$ cat config.mk
export PLATFORM = sky130hd
export DESIGN_NAME = pad_row_rmw
export DESIGN_NICKNAME = d
export VERILOG_FILES = /design/src/rtl/pad_row_rmw.sv
export SDC_FILE = /design/constraint.sdc
export NUM_CORES = 1
export LEC_CHECK = 0
export BUFFER_PORTS_ARGS = -buffer_cell sky130_fd_sc_hd__buf_2
export CAP_MARGIN = 20
export CORE_AREA = 2 2 233 235
export DETAILED_ROUTE_END_ITERATION = 8
export DIE_AREA = 0 0 235 237
export PLACE_DENSITY = 0.6
export SLEW_MARGIN = 0
export SYNTH_ARGS = -nofsm -noshare
export SYNTH_HDL_FRONTEND = slang
export SYNTH_SLANG_ARGS = --single-unit
export TNS_END_PERCENT = 1
$ cat constraint.sdc
create_clock -name Clk -period 2.9 [get_ports Clk]
set_input_delay 0.29 -clock Clk [delete_from_list [all_inputs] [get_ports Clk]]
set_output_delay 0.29 -clock Clk [all_outputs]
set_load 0.05 [all_outputs]
$ cat src/rtl/pad_row_rmw.sv
// Read-modify-write row assembler: merges narrow elements into padded RAM rows.
// A row is read once, filled lane by lane, then written back on flush or fill.
module pad_row_rmw #(
  parameter  int ELEM_W = 48,
  parameter  int LANE_W = 64,
  parameter  int LANES  = 4,
  parameter  int ADDR_W = 11,
  localparam int LIDX_W = $clog2(LANES),
  localparam int ROW_W  = LANES * LANE_W
) (
  input  logic                     Clk,
  input  logic                     Rst_n,
  input  logic                     ElemValid,
  output logic                     ElemReady,
  input  logic [ELEM_W-1:0]        Element,
  input  logic [ADDR_W+LIDX_W-1:0] PosElement,
  input  logic                     Flush,
  output logic                     RamRdEn,
  output logic [ADDR_W-1:0]        RamAddr,
  input  logic [ROW_W-1:0]         Y_ramRow,
  output logic                     RamWrEn,
  output logic [ROW_W-1:0]         PaddedRow,
  output logic                     RowReady
);

  typedef enum logic [2:0] {
    IDLE, RD, RDW, OPEN, WR
  } state_e;

  state_e              state_q, state_d;
  logic [ROW_W-1:0]    buf_q, buf_d;
  logic [LANES-1:0]    mask_q, mask_d;
  logic [ADDR_W-1:0]   row_q, row_d;
  logic                pend_q, pend_d;
  logic [ADDR_W-1:0]   prow_q, prow_d;
  logic [LIDX_W-1:0]   plane_q, plane_d;
  logic [ELEM_W-1:0]   pdata_q, pdata_d;

  logic [ADDR_W-1:0]   elem_row;
  logic [LIDX_W-1:0]   elem_lane;
  logic                ready;
  logic                accept;
  logic                rd_en;
  logic                wr_en;
  logic [ADDR_W-1:0]   addr;

  assign elem_row  = PosElement[LIDX_W +: ADDR_W];
  assign elem_lane = PosElement[LIDX_W-1:0];

  // Only the element field is touched; lane padding bits pass through.
  function automatic logic [ROW_W-1:0] merge(
    input logic [ROW_W-1:0]  r,
    input logic [LIDX_W-1:0] lane,
    input logic [ELEM_W-1:0] d
  );
    logic [ROW_W-1:0] o;
    o = r;
    for (int k = 0; k < LANES; k++) begin
      if (lane == LIDX_W'(k)) begin
        o[(LANES-1-k)*LANE_W +: ELEM_W] = d;
      end
    end
    return o;
  endfunction

  function automatic logic [LANES-1:0] onehot(
    input logic [LIDX_W-1:0] lane
  );
    return LANES'(1) << lane;
  endfunction

  assign ready  = (state_q == IDLE) || (state_q == OPEN);
  assign accept = ElemValid & ready;

  always_comb begin
    state_d = state_q;
    buf_d   = buf_q;
    mask_d  = mask_q;
    row_d   = row_q;
    pend_d  = pend_q;
    prow_d  = prow_q;
    plane_d = plane_q;
    pdata_d = pdata_q;
    rd_en   = 1'b0;
    wr_en   = 1'b0;
    addr    = '0;
    unique case (state_q)
      IDLE: begin
        if (accept) begin
          pend_d  = 1'b1;
          prow_d  = elem_row;
          plane_d = elem_lane;
          pdata_d = Element;
          state_d = RD;
        end
      end
      RD: begin
        rd_en   = 1'b1;
        addr    = prow_q;
        state_d = RDW;
      end
      RDW: begin
        buf_d   = merge(Y_ramRow, plane_q, pdata_q);
        mask_d  = onehot(plane_q);
        row_d   = prow_q;
        pend_d  = 1'b0;
        prow_d  = '0;
        plane_d = '0;
        pdata_d = '0;
        state_d = OPEN;
      end
      OPEN: begin
        if (accept && (elem_row == row_q)) begin
          buf_d  = merge(buf_q, elem_lane, Element);
          mask_d = mask_q | onehot(elem_lane);
        end else if (accept) begin
          pend_d  = 1'b1;
          prow_d  = elem_row;
          plane_d = elem_lane;
          pdata_d = Element;
          state_d = WR;
        end
        if (Flush || (&mask_d)) begin
          state_d = WR;
        end
      end
      WR: begin
        wr_en   = 1'b1;
        addr    = row_q;
        mask_d  = '0;
        state_d = pend_q ? RD : IDLE;
      end
      default: state_d = IDLE;
    endcase
  end

  always_ff @(posedge Clk or negedge Rst_n) begin
    if (!Rst_n) begin
      state_q <= IDLE;
      buf_q   <= '0;
      mask_q  <= '0;
      row_q   <= '0;
      pend_q  <= 1'b0;
      prow_q  <= '0;
      plane_q <= '0;
      pdata_q <= '0;
    end else begin
      state_q <= state_d;
      buf_q   <= buf_d;
      mask_q  <= mask_d;
      row_q   <= row_d;
      pend_q  <= pend_d;
      prow_q  <= prow_d;
      plane_q <= plane_d;
      pdata_q <= pdata_d;
    end
  end

  // IDLE is the reset state, so readiness must be masked while in reset.
  assign ElemReady = ready & Rst_n;
  assign RamRdEn   = rd_en;
  assign RamWrEn   = wr_en;
  assign RowReady  = wr_en;
  assign RamAddr   = addr;
  assign PaddedRow = wr_en ? buf_q : '0;

endmodule

* Word-level counts from Yosys, hierarchy flattened
Index checks and enable logic that the tools add are counted.
Operators by class: eq/ne operators 20, shift operators 2, mux-type cells 35, bitwise gates (word level) 4, reductions and logical operators 17
Operator list (count):
- 256-bit one-hot mux with 2 select lines | 1
- 48-bit two-way mux | 10
- 256-bit two-way mux | 1
- 240-bit two-way mux | 1
- 48-bit one-hot mux with 3 select lines | 1
- 11-bit one-hot mux with 3 select lines | 1
- 11-bit two-way mux | 2
- 11-bit one-hot mux with 2 select lines | 1
- 3-bit one-hot mux with 5 select lines | 1
- 3-bit AND reduction | 5
- 3-bit two-way mux | 4
- 4-bit one-hot mux with 3 select lines | 1
- 11-bit == test | 1
- 2-bit by 1-bit inequality test with 1-bit output (second input constant) | 5
- 2-bit == test (second input constant) | 4
- 4-bit two-way mux | 2
- 1-bit by 2-bit << shifter with 4-bit output (first input constant) | 2
- 3-bit by 2-bit == test with 1-bit output (second input constant) | 2
- 3-bit by 2-bit inequality test with 1-bit output (second input constant) | 2
- 2-bit one-hot mux with 3 select lines | 1
- 3-bit nonzero test | 2
- 1-bit two-way mux | 5
- 2-bit by 1-bit == test with 1-bit output (second input constant) | 2
- 2-bit zero test | 2
- 14 further kinds | 19
Storage, ports and cells: register bits after elaboration 336, input port bits 321, output and inout bits 271, word-level logic and storage cells 90

* Longest topological paths before layout
Gate-level depths: netlist of run 1.
word-level depth 10, mapped depth 9, depth with buffers taken out 6

* Least setup slack after synthesis of run 1
OpenSTA, ideal clock, no wires.
path kind reg2out, start point reg state_q[1], end point out PaddedRow[246], data arrival time 2.170 ns, data required time 2.610 ns, slack 0.440 ns, cell stages (with the launch flop) 6, path buffers 3, cell sequence dfrtp_1 buf_2 nor3_1 clkbuf_1 clkbuf_1 and2_1
Between the ends: cells in the longest elaborated chain, start to end 3
Ends and longest elaborated chain:
- from (decl) | line 30 | state_e state_q, state_d;
- from (signal assigned) | line 148 | state_q <= state_d;
- 3-bit == test | line 87 | unique case (state_q)
- 1-bit two-way mux | line 87
- named net RamWrEn | line 21 | output logic RamWrEn,
- 256-bit two-way mux | line 165 | assign PaddedRow = wr_en ? buf_q : '0;
- to (decl) | line 22 | output logic [ROW_W-1:0] PaddedRow,
The timed path passes the listed nets, and every way through them passes these cells.

* Worst setup path after layout of run 1
start point reg state_q[2], end point out PaddedRow[135]
Between the ends: cells in the longest elaborated chain, start to end 3
Ends and longest elaborated chain (line):
- 3-bit == test | 87
- 1-bit two-way mux | 87
- 256-bit two-way mux | 165
Every way passes these cells.

==> results.toml, run 1 <==
[status]
status = "completed"

[setup_path]
r2r_slack_ns = 0.29
start_kind = "flip-flop"
path_class = "reg2out"
reg2reg_from = "state_q[0]"
worstReg2RegEnd = "buf_q[100]"
cp_data_required_time_ns = 2.61
cp.arrival_ns = 2.45
end_kind = "output pin"
path_max_fanout = 82
ff2ff_path_depth = 7

[timing]
rsz0062_at_grt = "no"
finalSetupViolations = 0
slew_viol_final = 0
hold_viol_final = 0
slew_headroom_pct = 37.7
setup_tns_ns = 0
fin_crit_sh_pct = 94.6
fmax_ghz = 0.364
skew_ns = 0.0252
setup_ws_ns = 0.156
worst_pin_slew_ns = 0.934
min_period_ns = 2.74

[power]
p_leak_nw = 12.4
irDropWorstVdd_v = 0.000701
powerDensity_nw_per_um2 = 1100

[synthesis]
syn_nets = 2392
ys_types = 42
ys_ff_latch = 336
synth_top_cell_by_area = "dfrtp_1"
yosys.cell_count.top_type = "nand2_1"
synthTopCellsByArea = "dfrtp_1 46%, nand2_1 15%, and2_1 8.9%, mux2_2 8.8%, a31oi_1 6.6%"
synthTopCellsByCount = "738 x nand2_1, 336 x dfrtp_1, 258 x and2_1"
synth_flop_cell = "dfrtp_1"
synth_warnings = 0
netlist_area_um2 = 18100
yosysSeqAreaShare_pct = 46.5
yosysTopAreaCellShare_pct = 46.5
netlist_instances = 2071
synth_edf_count = 0
async_flop_share_pct = 100
syn_avg_cell_area_um2 = 8.73

[final_layout]
final_nets = 3027
finalInstanceArea_um2 = 24500
fill_cells = 5169
finish.utilization_pct = 46.1
area_delta_synth_final_pct = 35.7
drive_above_1_share_pct = 32.5
fin_cells = 3446

[global_routing]
grtUsageTotal_pct = 24.6
antenna_found_initial = 14
grt_max_degree = 137
grt_pass1_vias = 17700
grt_first_pass_wirelength_mm = 107
grt_overflow_total = 0

[floorplanning]
die_x_um = 235
io_pins = 592
core_area_um2 = 53300
placementRows = 85
die_h_um = 237
die-area_um2 = 55700
initial_utilization_pct = 33.9

[min_path]
hold_path_depth = 3
min-delay-path-class = "in2reg"
min_to = "pdata_q[18]"
hold_path_startpoint = "Element[18]"

[clocking]
clockBufferDepth = 3
cts.htree.levels = 2
cts_tree = "built"
clock-root-buffer = "clkbuf_16"
clock-sinks = 336
path_clk_slew_ns = 0.06
clock_latency_ns = 0.57
numCtsBuffers = 41

[route]
postRouteWirelength_mm = 70.9
dr_total_vias = 17800
dr.pass1.iters = 7
drt_iter0_drc = 1385
drc = 0
antenna_left = 0
wire_per_inst_um = 20.6
via_per_inst = 5.16

[place]
dp.cells = 3234
place_congestion = 0.915
dpl_cell_area_um2 = 21800
place_hpwl_mm = 46.8
pre_cts_ws_ns = 0.345
numPortBuffers = 591

[flow_run]
drv_cap = 0
## layout make-up
cell class              count  area, um^2  share of cell area [%]
diodes                     14        35.0                   0.143
clock buffers              54        1200                    4.88
clock inverters            19         233                   0.948
inverters                   2        7.51                  0.0306
multi-input cells        1572        9050                    36.9
flip-flops and latches    336        8410                    34.3
well taps                 696         871                    3.55
repair buffers            753        4730                    19.3
## placed cells by master, fill, tap and decap left out, drive strengths merged, types with 12 or more instances in the layout
cell         count
a31oi          192
nand2          738
dfrtp          336
mux2           192
dlygate4sd3    123
buf            628
diode           14
o21ai           63
nor2            61
clkbuf          56
and2           258
xor2            12
## logic make-up (layout without fill, tap and decap cells)
family	count (synthesis)	in the layout	share of synthesized area, %
muxes	192	192	12.4
buffers and inverters	163	828	4.04
and+or+nand+nor	1080	1080	26.6
DFF	336	336	46.5
AOI/OAI and AO/OA	288	288	9.86
xor gates and xnor gates	12	12	0.581
other	0	14	0
## critical path, cell delays in order, from the launching register on
cell and delay (ns):
dfrtp_2 0.43, inv_1 0.17, nor3_4 0.25, buf_12 0.17
buf_16 0.28, and2_1 0.27, buf_2 0.30
## per-stage QoR
stage	hold slack, ns	power (mW)
2_1_floorplan	-0.00559	17.4
3_3_place_gp	0.158	21.0
3_5_place_dp	0.162	21.4
4_1_cts	0.0148	27.1
5_1_grt	0.0404	28.7
6_report	0.0510	27.1
## registers in the layout (all words and copies together) (netlist names)
signal / cells
pend_q: 1
state_q: 3
buf_q: 256
plane_q: 2
prow_q: 11
mask_q: 4
pdata_q: 48
row_q: 11
## how the worst max path moves through the flow
stage / to / start / slack (ns) / cells past startpoint
finish: PaddedRow[135] / state_q[2] / 0.16 / 6
global route: PaddedRow[7] / state_q[2] / 0.06 / 6
global placement: buf_q[105] / state_q[0] / 0.41 / 7
detailed placement: buf_q[79] / state_q[0] / 0.35 / 7
floorplan: PaddedRow[246] / state_q[1] / 0.44 / 5
CTS: PaddedRow[106] / state_q[2] / 0.01 / 5
## power by group
group / internal (mW) / leakage (nW) / total, mW / switching, mW
clock network: 3.35 / 0.710 / 5.49 / 2.14
registers: 7.03 / 4.10 / 8.55 / 1.52
logic: 4.89 / 7.55 / 13.0 / 8.14
## what timing repair did
action / CTS / global route
setup endpoints to repair: 68 / 97
setup buffers: 0 / 1
resized for setup: 1 / 5
hold endpoints to repair: 145 / 0
pin swaps: 0 / 1
hold buffers: 123 / 0
cloned: 0 / 1
## layer usage
| metal | share of wire [%] | wire (um) | up-vias | track usage (%) |
|---|---|---|---|---|
| met2 | 47 | 33200 | 814 | 38.9 |
| met4 | 4.1 | 2930 | 6 | 11.4 |
| met3 | 7.6 | 5420 | 155 | 5.28 |
| met5 | 0.049 | 35 | - | 0 |
| li1 | - | - | 8166 | - |
| met1 | 41 | 29400 | 8656 | 32.2 |
(Power assumes the default switching activity.)
==> run 2: changes to the inputs <==
Settings changed: CAP_MARGIN 20 to 5, CTS_BUF_LIST set to sky130_fd_sc_hd__clkbuf_16.
==> results.toml, run 2 (synthesized netlist as in run 1, its figures left out) <==
[final_layout]
regMostFlops = "buf_q"
layout_commonest_cell = "nand2_1"
drive_above_1_share_pct = 32.2
final_nets = 3027
layout_common_cells = "736 x nand2_1, 589 x buf_2, 335 x dfrtp_1, 256 x and2_1, 192 x a31oi_1"
area_delta_synth_final_pct = 35.2
reg.largest.list = "buf_q x256, pdata_q x48"
largest_register_ffs = 256

[status]
status = "completed"

[floorplanning]
die_x_um = 235
initial_utilization_pct = 33.9
die-area_um2 = 55700
die_h_um = 237
placementRows = 85
core_area_um2 = 53300
io_pins = 592

[clocking]
cts.htree.levels = 2
cts_tree = "built"
path_clk_slew_ns = 0.06
numCtsBuffers = 41
clockBufferDepth = 3
clock-root-buffer = "clkbuf_16"
clock_latency_ns = 0.57
clock-sinks = 336

[min_path]
min-delay-path-class = "in2reg"
hold_path_depth = 3

[route]
top_layer = "met5"
antenna_left = 0
dr.pass1.iters = 5
postRouteWirelength_mm = 70.8
via_per_inst = 5.17
drc = 0
wire_per_inst_um = 20.6
route.met3.wl_mm = 5.11
drt_iter0_drc = 1307
dr_total_vias = 17800
wl_met2_mm = 33.2
m1WireLength_mm = 29.6

[global_routing]
grt_pass1_vias = 17600
grtUsageTotal_pct = 24.5
grt_max_degree = 137
grt_first_pass_wirelength_mm = 106
grt_overflow_total = 0
antenna_found_initial = 13

[setup_path]
end_kind = "output pin"
ff2ff_path_depth = 7
cp.arrival_ns = 2.47
cp_data_required_time_ns = 2.61
path_class = "reg2out"
path_max_fanout = 82
start_kind = "flip-flop"

[timing]
finalSetupViolations = 0
skew_ns = 0.0210
slew_headroom_pct = 37.8
fin_crit_sh_pct = 95.1
worst_pin_slew_ns = 0.933
fmax_ghz = 0.363
rsz0062_at_grt = "no"
setup_tns_ns = 0
min_period_ns = 2.76
hold_viol_final = 0
slew_viol_final = 0

[power]
p_int_mw = 15.0
switchingPower_mw = 11.8
p_leak_nw = 12.3
irDropWorstVdd_v = 0.000697
combPwrFrac_pct = 48.5
power.total_mw = 26.8
seq_power_share_pct = 31.9
powerDensity_nw_per_um2 = 1100
p_sw_share_pct = 43.9
p_clk_share_pct = 19.6

[place]
numPortBuffers = 591
place_congestion = 0.915
place_hpwl_mm = 46.8

[flow_run]
drv_cap = 0
run 2: cell types whose count changed in the layout (fill, tap and decap cells not counted), sizes merged:
cell / previous run / this run
clkbuf: 56 / 45
clkinv: 10 / 18
inv: 4 / 7
diode: 14 / 12
run 2: metal layers:
layer	up-vias	GRT usage (%)
li1	8159	-
met1	8693	32.1
met2	774	39.2
met3	163	5.30
met4	6	10.5
met5	-	0
run 2: critical path, stage by stage, from the launching register on:
cell and delay (ns):
dfrtp_2 0.44, inv_1 0.17, nor3_4 0.25, buf_12 0.17, buf_16 0.28, and2_1 0.30
clkbuf_4 0.28
run 2: power by group through the flow:
| stage | Sequential [mW] | Clock, mW | Combinational, mW |
|---|---|---|---|
| after global placement | 8.47 | 0 | 12.6 |
| after global routing | 8.82 | 5.58 | 14.1 |
| final | 8.55 | 5.25 | 13.0 |
| after detailed placement | 8.56 | 0 | 12.8 |
| after CTS | 8.52 | 5.39 | 13.0 |
| after floorplan | 7.96 | 0 | 9.41 |
run 2: area by class of cell:
class	count	area, um^2
Clock inverter	30	274
Multi-Input combinational cell	1572	9050
Sequential cell	336	8410
Clock buffer	43	1080
Tap cell	696	871
Inverter	2	7.51
Antenna cell	12	30.0
Timing Repair Buffer	753	4730
Fill cell	5176	28800
run 2: worst paths after layout:
kind | from | to | slack (ns)
setup / recovery | state_q[2] | PaddedRow[7] | 0.14
hold / removal | Element[18] | pdata_q[18] | 0.05
setup reg to reg | state_q[0] | buf_q[100] | 0.27
hold reg to reg | buf_q[180] | buf_q[180] | 0.46
max in group asynchronous | Rst_n | buf_q[235] | 1.51
min in group asynchronous | Rst_n | buf_q[77] | 0.17
run 2: stage by stage:
stage                     hold slack [ns]  utilization (%)  instance area [um^2]  instances  setup slack [ns]
after floorplan                  -0.00559                -                 18100       2071             0.440
after CTS                          0.0147             45.7                 24400       3430            0.0146
final                              0.0494             45.9                 24500       3444             0.142
after global routing               0.0408             45.9                 24400       3441            0.0640
after detailed placement            0.162             40.9                 21800       3234             0.345
after global placement              0.158             40.9                 21800       3234             0.406
run 2: what timing repair did:
action,in CTS,in global routing
resized for setup,1,5
gates cloned,0,1
endpoints found under the setup margin,68,95
hold endpoints to repair,145,0
buffers inserted,0,1
hold buffers,123,0
pin swaps,0,1
